## src/rtl/bresenham_line_stream_if.sv

```systemverilog
// rtl/bresenham_line_stream_if.sv - command and pixel handshake bundle for the line rasteriser
interface bresenham_line_stream_if #(
  parameter int COORD_W = 16,
  parameter int CNT_W   = 17
);
  logic                      cmd_valid;
  logic                      cmd_ready;
  logic signed [COORD_W-1:0] cmd_x0;
  logic signed [COORD_W-1:0] cmd_y0;
  logic signed [COORD_W-1:0] cmd_x1;
  logic signed [COORD_W-1:0] cmd_y1;
  logic                      pix_valid;
  logic                      pix_ready;
  logic signed [COORD_W-1:0] pix_x;
  logic signed [COORD_W-1:0] pix_y;
  logic                      pix_last;
  logic [CNT_W-1:0]          pix_idx;

  // upstream command source / downstream pixel sink side
  modport master (
    output cmd_valid, cmd_x0, cmd_y0, cmd_x1, cmd_y1, pix_ready,
    input  cmd_ready, pix_valid, pix_x, pix_y, pix_last, pix_idx
  );

  // rasteriser side
  modport slave (
    input  cmd_valid, cmd_x0, cmd_y0, cmd_x1, cmd_y1, pix_ready,
    output cmd_ready, pix_valid, pix_x, pix_y, pix_last, pix_idx
  );
endinterface

```

## src/rtl/bresenham_line_stream.sv

```systemverilog
// rtl/bresenham_line_stream.sv - sequential Bresenham rasteriser streaming one pixel per clock
module bresenham_line_stream #(
  parameter int COORD_W = 16,
  parameter int CNT_W   = 17
) (
  input  logic                  clk,
  input  logic                  rst_n,
  input  logic                  abort,
  output logic                  busy,
  bresenham_line_stream_if.slave bus
);
  localparam int DW = COORD_W + 1;  // endpoint difference width, holds full-range spans
  localparam int EW = COORD_W + 3;  // error term width, holds 2*err without overflow

  typedef enum logic {IDLE, RUN} state_t;

  state_t                    state, state_nxt;
  logic signed [COORD_W-1:0] x, y, x_end, y_end;
  logic [DW-1:0]             dx, dy;
  logic                      sx_neg, sy_neg;
  logic signed [EW-1:0]      err;
  logic [CNT_W-1:0]          idx;

  logic signed [DW-1:0]      diff_x, diff_y;
  logic signed [EW-1:0]      dx_s, dy_s, e2, err_nxt;
  logic                      step_x, step_y;
  logic                      accept, handshake, step;
  logic                      last;

  // command setup: sign-extended differences and their magnitudes
  assign diff_x = DW'(bus.cmd_x1) - DW'(bus.cmd_x0);
  assign diff_y = DW'(bus.cmd_y1) - DW'(bus.cmd_y0);

  // error-term step; both comparisons use the same pre-update e2
  assign dx_s    = $signed({2'b00, dx});
  assign dy_s    = $signed({2'b00, dy});
  assign e2      = err <<< 1;
  assign step_x  = (e2 > -dy_s);
  assign step_y  = (e2 < dx_s);
  assign err_nxt = err - (step_x ? dy_s : '0) + (step_y ? dx_s : '0);

  assign last      = (state == RUN) && (x == x_end) && (y == y_end);
  assign accept    = (state == IDLE) && bus.cmd_valid;
  assign handshake = (state == RUN) && bus.pix_ready;
  assign step      = handshake && !last && !abort;

  assign bus.pix_x    = x;
  assign bus.pix_y    = y;
  assign bus.pix_idx  = idx;
  assign bus.pix_last = last;

  // state register
  always_ff @(posedge clk or negedge rst_n) begin
    if (!rst_n) state <= IDLE;
    else        state <= state_nxt;
  end

  // next state and handshake outputs; abort beats the final handshake
  always_comb begin
    state_nxt     = state;
    bus.cmd_ready = 1'b0;
    bus.pix_valid = 1'b0;
    busy          = 1'b0;
    case (state)
      IDLE: begin
        bus.cmd_ready = 1'b1;
        if (bus.cmd_valid) state_nxt = RUN;
      end
      RUN: begin
        bus.pix_valid = 1'b1;
        busy          = 1'b1;
        if (abort)                         state_nxt = IDLE;
        else if (bus.pix_ready && last)    state_nxt = IDLE;
      end
      default: state_nxt = IDLE;
    endcase
  end

  // line datapath: load on accept, advance one pixel per non-final handshake
  always_ff @(posedge clk or negedge rst_n) begin
    if (!rst_n) begin
      x      <= '0;
      y      <= '0;
      x_end  <= '0;
      y_end  <= '0;
      dx     <= '0;
      dy     <= '0;
      sx_neg <= 1'b0;
      sy_neg <= 1'b0;
      err    <= '0;
      idx    <= '0;
    end else if (accept) begin
      x      <= bus.cmd_x0;
      y      <= bus.cmd_y0;
      x_end  <= bus.cmd_x1;
      y_end  <= bus.cmd_y1;
      dx     <= diff_x[DW-1] ? DW'(-diff_x) : DW'(diff_x);
      dy     <= diff_y[DW-1] ? DW'(-diff_y) : DW'(diff_y);
      sx_neg <= !(bus.cmd_x0 < bus.cmd_x1);
      sy_neg <= !(bus.cmd_y0 < bus.cmd_y1);
      err    <= EW'(dx_from_cmd(diff_x)) - EW'(dx_from_cmd(diff_y));
      idx    <= '0;
    end else if (step) begin
      if (step_x) x <= sx_neg ? x - COORD_W'(1) : x + COORD_W'(1);
      if (step_y) y <= sy_neg ? y - COORD_W'(1) : y + COORD_W'(1);
      err <= err_nxt;
      idx <= idx + CNT_W'(1);
    end
  end

  // magnitude of a signed endpoint difference, zero-extended for the error term
  function automatic logic [DW-1:0] dx_from_cmd(input logic signed [DW-1:0] d);
    return d[DW-1] ? DW'(-d) : DW'(d);
  endfunction

endmodule

```

## src/flat_wrapper.sv

```systemverilog
// flat-port wrapper written by rule: the top's interface ports become plain ports
module bresenham_line_stream_flat 
#(
  parameter int COORD_W = 16,
  parameter int CNT_W   = 17
)
  (clk, rst_n, abort, busy, bus_cmd_valid, bus_cmd_x0, bus_cmd_y0, bus_cmd_x1, bus_cmd_y1, bus_pix_ready, bus_cmd_ready, bus_pix_valid, bus_pix_x, bus_pix_y, bus_pix_last, bus_pix_idx);
  bresenham_line_stream_if #(.COORD_W(COORD_W), .CNT_W(CNT_W)) bus_i ();
  input  logic clk;
  input  logic rst_n;
  input  logic abort;
  output logic busy;
  input wire logic [$bits(bus_i.cmd_valid)-1:0] bus_cmd_valid;
  input wire logic [$bits(bus_i.cmd_x0)-1:0] bus_cmd_x0;
  input wire logic [$bits(bus_i.cmd_y0)-1:0] bus_cmd_y0;
  input wire logic [$bits(bus_i.cmd_x1)-1:0] bus_cmd_x1;
  input wire logic [$bits(bus_i.cmd_y1)-1:0] bus_cmd_y1;
  input wire logic [$bits(bus_i.pix_ready)-1:0] bus_pix_ready;
  output wire logic [$bits(bus_i.cmd_ready)-1:0] bus_cmd_ready;
  output wire logic [$bits(bus_i.pix_valid)-1:0] bus_pix_valid;
  output wire logic [$bits(bus_i.pix_x)-1:0] bus_pix_x;
  output wire logic [$bits(bus_i.pix_y)-1:0] bus_pix_y;
  output wire logic [$bits(bus_i.pix_last)-1:0] bus_pix_last;
  output wire logic [$bits(bus_i.pix_idx)-1:0] bus_pix_idx;
  assign bus_i.cmd_valid = bus_cmd_valid;
  assign bus_i.cmd_x0 = bus_cmd_x0;
  assign bus_i.cmd_y0 = bus_cmd_y0;
  assign bus_i.cmd_x1 = bus_cmd_x1;
  assign bus_i.cmd_y1 = bus_cmd_y1;
  assign bus_i.pix_ready = bus_pix_ready;
  assign bus_cmd_ready = bus_i.cmd_ready;
  assign bus_pix_valid = bus_i.pix_valid;
  assign bus_pix_x = bus_i.pix_x;
  assign bus_pix_y = bus_i.pix_y;
  assign bus_pix_last = bus_i.pix_last;
  assign bus_pix_idx = bus_i.pix_idx;
  bresenham_line_stream #(.COORD_W(COORD_W), .CNT_W(CNT_W)) u_core (.clk(clk), .rst_n(rst_n), .abort(abort), .busy(busy), .bus(bus_i));
endmodule
```

## config.mk

```make
export PLATFORM = sky130hd
export DESIGN_NAME = bresenham_line_stream_flat
export DESIGN_NICKNAME = d
export VERILOG_FILES = /design/src/rtl/bresenham_line_stream_if.sv /design/src/rtl/bresenham_line_stream.sv /design/src/flat_wrapper.sv
export SDC_FILE = /design/constraint.sdc
export NUM_CORES = 1
export LEC_CHECK = 0
export CORE_UTILIZATION = 55
export DETAILED_ROUTE_END_ITERATION = 8
export PLACE_DENSITY = 0.79
export SLEW_MARGIN = 20
export SYNTH_ARGS = -nofsm -noshare
export SYNTH_HDL_FRONTEND = slang
export SYNTH_SLANG_ARGS = --single-unit
```

## constraint.sdc

```tcl
create_clock -name clk -period 14.99 [get_ports clk]
set_input_delay 2.2485 -clock clk [delete_from_list [all_inputs] [get_ports clk]]
set_output_delay 2.2485 -clock clk [all_outputs]
set_load 0.02 [all_outputs]
```

==> metrics <==
slowest cell on the critical path fa_1; global-route track usage on met3 0.03287; FILL cells 1914; Min-Delay Path Class reg2reg; Vias 11840; worst vdd ir ~0.12 mV; Top FF cell, synth dfrtp_1; Area after DPL approximately 14000 sq um; kind of critical path reg2reg; Die Span X 155.3 microns; core area 22850 sq um; IO Count 122; Setup-failing EPs final 0; setup TNS 0 ns; total track usage 0.2914; Crit. End Element flip-flop; H-tree depth 4; hold_ws 0.5035 ns; Synth cell types 79; vias in the first global route ~11000; number of cell rows 55; initial DRC count 881; normalized max-slew margin 0.2987; WP buf/inv 2; PwrDens between 200 and 250 nW/um^2; largest net degree at the start of global routing just over 100; GRT overflow 0; worst skew pair latency 0.43 ns; maximum fanout along the worst path 20; Critical Path AT 7.63 ns; number of vias per cell 5.905; Leak 6.915 nW; fin crit share 0.4883; CTS Hold Bufs 0; Synth top area share 0.2635; number of I/O port buffers about 120; Post-synth EDFFs 0; leading area contributor after synthesis dfrtp_1; synthesized area 12920 sq um; Nets between 1500 and 2000; slowest stage delay, CP 0.56 ns; footprint of the multi-input gates 8788 sq um; DRC errors left 0; DRT Pass-1 Iters 6; Final Hold Vio Count 0; dpl cells approximately 2000; number of inserted diodes 0; Sinks on Clock Net 136; postcts setup bufs 0; fmax 0.1366 GHz; final cell count without fillers 2005; RSZ-0062 raised after global routing no; global routing's busiest layer met2; syn_nets 1807; wirelength, routed 34.50 mm; Post-synth ARST share 1.000; Clock transition at path regs approximately 0.07 ns; final clock skew between 0.015 and 0.02 ns; top cells by area, synth dfrtp_1, ha_1, xnor2_1, nand2_1, xor2_1; register area share after synthesis 0.2635; fin. max-slew vios 0; DP Worst Slack 7.560 ns; initial cell density of the core 0.5654; Ys Warns 0; outcome finished, final reports clean; Worst Setup Slack, final 7.671 ns; Routability Congestion 0.9493; root buffer cell clkbuf_16; top-count cell post-synth nand2_1; DP HPWL approximately 26 mm; post-route cell area 15010 sq um; Tmin final between 7 and 8 ns; Gate Count Post-Synth roughly 1600; routing usage on met1 0.3885; WL/cell 17.21 microns; clk buf depth 2; PostCTS Resize Cnt 0; CTS tree yes; crit-path leading delay family simple AND/OR/NAND/NOR gates; first-pass GRT wire length 56.12 mm; Post-synth top cells nand2_1, inv_1, dfrtp_1; Seq. cell area around 3400 sq um; final core occ 0.6568; met2 usage 0.4820; reg2reg setup slack ~7.7 ns; CP startpoint kind flip-flop; Layout area overhead 16.18%; Die Span Y 155.3 microns; worst-margin pin slew ~1.1 ns; WP data required 15.30 ns; DIE AREA 24100 sq um; Synth Area per Inst 8.170 sq um; share of post-route cells with drive strength above 1 0.04787; Routed Antenna Nets 0; synthesized flop and latch total 136; Overall Power 3.399 mW; CTS buffer count 17; Max-Cap Viols 0; antenna violations before repair 0
==> power by group <==
| part | switching, mW | internal, mW |
|---|---|---|
| sequential | 0.157 | 0.483 |
| combinational | 1.32 | 0.991 |
| clock | 0.178 | 0.266 |
==> state kept, by name (all words and copies together), names as in the netlist <==
| name | cells |
|---|---|
| u_core.sx_neg | 1 |
| u_core.bus.pix_y | 16 |
| u_core.err | 18 |
| u_core.dy | 17 |
| u_core.dx | 17 |
| u_core.bus.pix_idx | 17 |
| u_core.bus.pix_x | 16 |
| u_core.x_end | 16 |
| u_core.sy_neg | 1 |
| u_core.y_end | 16 |
| u_core.state | 1 |
==> worst min-delay path, cell delays in order (launching register included) <==
cell and delay (ns):
dfrtp_1 0.36, nand2_1 0.05, nand2_1 0.06
==> metal layers <==
layer | vias up | routed length [microns]
li1 | 5717 | -
met1 | 5645 | 15210
met2 | 409 | 16070
met3 | 69 | 1999
met4 | 0 | 1219
met5 | - | 0
==> layout by cell type (no fill, tap or decap), types with 7 or more instances in the layout <==
master,count
clkbuf_16,17
a21oi_1,105
nor2b_1,14
o21ai_0,102
a31oi_1,10
o21bai_1,7
or3_1,17
nor4_1,7
fa_1,22
nand2_1,213
o211ai_1,10
o21a_1,9
o21ai_1,8
and3_1,12
nor2_1,105
ha_1,135
and2_1,25
xnor2_1,92
a211oi_1,23
nand2b_1,17
xor2_1,66
o31ai_1,7
nand3_1,23
nand4_1,29
mux2i_1,8
a22oi_1,7
buf_4,8
nor3_1,41
dfrtp_1,136
clkdlybuf4s50_1,120
mux2_2,8
inv_1,143
a21o_1,24
==> worst paths after layout <==
path	cells after the start	from	endpoint
hold reg to reg	2	u_core.x_end[4]	u_core.x_end[4]
max in group asynchronous	2	rst_n	u_core.bus.pix_x[11]
min in group asynchronous	1	rst_n	u_core.bus.pix_idx[7]
hold / removal	2	u_core.x_end[4]	u_core.x_end[4]
setup reg to reg	25	u_core.dy[4]	u_core.err[17]
setup / recovery	25	u_core.dy[4]	u_core.err[17]
==> layout make-up <==
type	instances	area share
Clock buffer	18	0.02860
Clock inverter	14	0.01234
Inverter	143	0.03577
Multi-Input combinational cell	1252	0.5856
Sequential cell	136	0.2268
Tap cell	313	0.02610
Timing Repair Buffer	129	0.08479
==> cell families (layout without fill, tap and decap cells) <==
family,after synthesis,count (layout),synth area share
adders and majority gates,157,157,0.1649
buffers and inverters,193,304,0.05763
and+or+nand+nor,531,531,0.1939
DFF,136,136,0.2635
xor gates and xnor gates,158,158,0.1071
AOI/OAI and AO/OA,390,390,0.1998
muxes,16,16,0.01317
Power figures use the tool's default switching activity.
==> variant (config.mk and constraints unchanged) <==
`CNT_W` is set to 17 in 3 places; all go to 34.
--- a/src/rtl/bresenham_line_stream_if.sv
+++ b/src/rtl/bresenham_line_stream_if.sv
@@ -1,7 +1,7 @@
 // rtl/bresenham_line_stream_if.sv - command and pixel handshake bundle for the line rasteriser
 interface bresenham_line_stream_if #(
   parameter int COORD_W = 16,
-  parameter int CNT_W   = 17
+  parameter int CNT_W   = 34
 );
   logic                      cmd_valid;
   logic                      cmd_ready;
--- a/src/rtl/bresenham_line_stream.sv
+++ b/src/rtl/bresenham_line_stream.sv
@@ -1,7 +1,7 @@
 // rtl/bresenham_line_stream.sv - sequential Bresenham rasteriser streaming one pixel per clock
 module bresenham_line_stream #(
   parameter int COORD_W = 16,
-  parameter int CNT_W   = 17
+  parameter int CNT_W   = 34
 ) (
   input  logic                  clk,
   input  logic                  rst_n,
--- a/src/flat_wrapper.sv
+++ b/src/flat_wrapper.sv
@@ -2,7 +2,7 @@
 module bresenham_line_stream_flat 
 #(
   parameter int COORD_W = 16,
-  parameter int CNT_W   = 17
+  parameter int CNT_W   = 34
 )
   (clk, rst_n, abort, busy, bus_cmd_valid, bus_cmd_x0, bus_cmd_y0, bus_cmd_x1, bus_cmd_y1, bus_pix_ready, bus_cmd_ready, bus_pix_valid, bus_pix_x, bus_pix_y, bus_pix_last, bus_pix_idx);
   bresenham_line_stream_if #(.COORD_W(COORD_W), .CNT_W(CNT_W)) bus_i ();
Ports: changed (resized bus_pix_idx); port bits go from 122 to 139. No check against the original RTL was run, so the function may have changed too.
==> variant against the original RTL <==
Sequential cell count up 17; critical endpoint is now u_core.err[16]; synthesized cell count grew 2.5%; synthesized area up 5.2%; worst hold slack is essentially flat; setup slack improved by 0.079 ns; critical path depth is 5 lower; final area grew 5.5%; maximum frequency up 1.1%; power down 2.0%; clock power is 1% lower; routed wire length up 5.7%.
==> variant: results (changes against the original RTL) <==
* First-pass GRT wire length at 59,640 um (+6.3%)
* Post-Syn Instances at 1,620 (+2.5%)
* Number of flip-flops in the largest register at 34 (+16)
* Initial antenna violation count at 0 (unchanged)
* DR vias/cell at 5.926 (+0.36%)
* Max-slew violation count at 0 (unchanged)
* CTS resizes at 0 (unchanged)
* Tot GR Track Use at 29.10% (-0.042 points)
* Async SR Flop Fraction at 100.0% (unchanged)
* Synth area leaders: dfrtp_1 28%, ha_1 12%, xnor2_1 5.7%
* Syn nets at 1,846 (+2.2%)
* DR vias at 12,297 (+3.9%)
* Worst path slowest cell: o2bb2ai_1
* Register area share after synthesis at 28.18% (+1.8 points)
* Layout cell share with drive strength beyond 1 at 4.969% (+0.18 points)
* H-tree Lvls at 4 (unchanged)
* Netlist cell types at 81 (+2.5%)
* Drt pass-1 iters at 5 (-1)
* Maximum number of pins on one net before global-route repair at 81 (-20%)
* Placed cell count at 2,043 (+3.5%)
* Crit-path leading delay family: compound AO/OA/AOI/OAI gates
* DR iter-0 viols at 1,115 (+27%)
* Routed WL at 36,460 um (+5.7%)
* Filler cells at 2,031 (+6.1%)
* RePlAce Congestion at 0.9075 (-4.4%)
* Delay of the slowest cell on the worst path at 0.63 ns (+0.07 ns)
* Slew headroom at 30.30% (+0.43 points)
* Static leakage at 7.281 nW (+5.3%)
* Top cells by count, synth: 204 x nand2_1, 153 x dfrtp_1, 150 x inv_1
* PortBufs at 138 (+14%)
* CP Max Fanout at 10 (-50%)
* Post-DP HPWL at 27,970 um (+6.4%)
* Max VDD drop at 0.1290 mV (+7.3%)
* Status: complete, no violations
* Clock Skew at 0.01982 ns (+0.004575 ns)
[variant: path summary, 6_finish.rpt]
| path | start | end | cells after the start |
|---|---|---|---|
| setup / recovery | bus_cmd_x0[0] | u_core.err[16] | 20 |
| hold / removal | u_core.x_end[1] | u_core.x_end[1] | 2 |
| setup reg to reg | u_core.dy[2] | u_core.err[17] | 25 |
| hold reg to reg | u_core.x_end[1] | u_core.x_end[1] | 2 |
| max in group asynchronous | rst_n | u_core.x_end[2] | 2 |
| min in group asynchronous | rst_n | u_core.bus.pix_idx[31] | 1 |
[variant: power by group]
group	internal [mW]	leakage, nW	switching (mW)
combinational	0.977	5.09	1.22
clock	0.235	0.276	0.202
sequential	0.531	1.91	0.165
total	1.74	7.28	1.59
[variant: final cells by class]
cell class                 instances  area, um2  share of cell area, %
clock buffer                      17      425.4                  2.687
clock inverter                    15      156.4                 0.9880
inverter                         150      563.0                  3.557
multi-input combinational       1271       9016                  56.96
sequential                       153       3829                  24.19
tap                              324      405.4                  2.561
timing repair buffer             145       1435                  9.066
[variant: routing by layer]
layer | GRT usage [%] | part of all wire (%) | vias to the layer above
li1 | - | - | 5897
met2 | 47.27 | 46 | 414
met3 | 3.386 | 5.6 | 55
met5 | 0 | 0 | -
met1 | 40.68 | 46 | 5931
met4 | 8.916 | 2.4 | 0
[variant: worst register-to-register path, cell delays in order (launching register included)]
cell and delay [ns]:
dfrtp_1 0.45, nor2_1 0.21, nand3b_1 0.15, nor4_1 0.42, nand2_1 0.22, nor4_1 0.30, xor2_1 0.12, ha_1 0.20
a21o_1 0.16, a2111o_1 0.40, a221oi_1 0.21, a221oi_1 0.10, buf_4 0.19, and2_1 0.18, fa_1 0.56, inv_1 0.06
ha_1 0.30, a211oi_1 0.29, o21ai_0 0.26, a311oi_1 0.45, o21ai_1 0.17, a211oi_1 0.36, o21ai_0 0.18, nand3b_1 0.12
xor2_1 0.24, o21ai_1 0.10
[variant: cells by family after synthesis]
group	after synthesis	share of synthesized area, %
multiplexers	27	2.174
buffers and inverters	196	5.572
flip-flops	153	28.18
AND/OR/NAND/NOR	540	18.85
AO/OA/AOI/OAI	381	18.60
adder cells (fa/ha/maj)	157	15.68
XOR/XNOR	166	10.95
[variant: per-stage QoR]
stage | hold WS, ns | cell area [um2] | utilization, % | setup WS [ns] | power, mW
floorplan | 0.4639 | 13590 | - | 8.491 | 2.293
global placement | 0.4795 | 15250 | 62.87 | 7.560 | 2.774
detailed placement | 0.4847 | 15250 | 62.87 | 7.463 | 2.851
CTS | 0.5017 | 15830 | 65.27 | 7.862 | 3.309
global route | 0.5254 | 15830 | 65.28 | 7.509 | 3.613
finish | 0.5033 | 15830 | 65.28 | 7.750 | 3.330
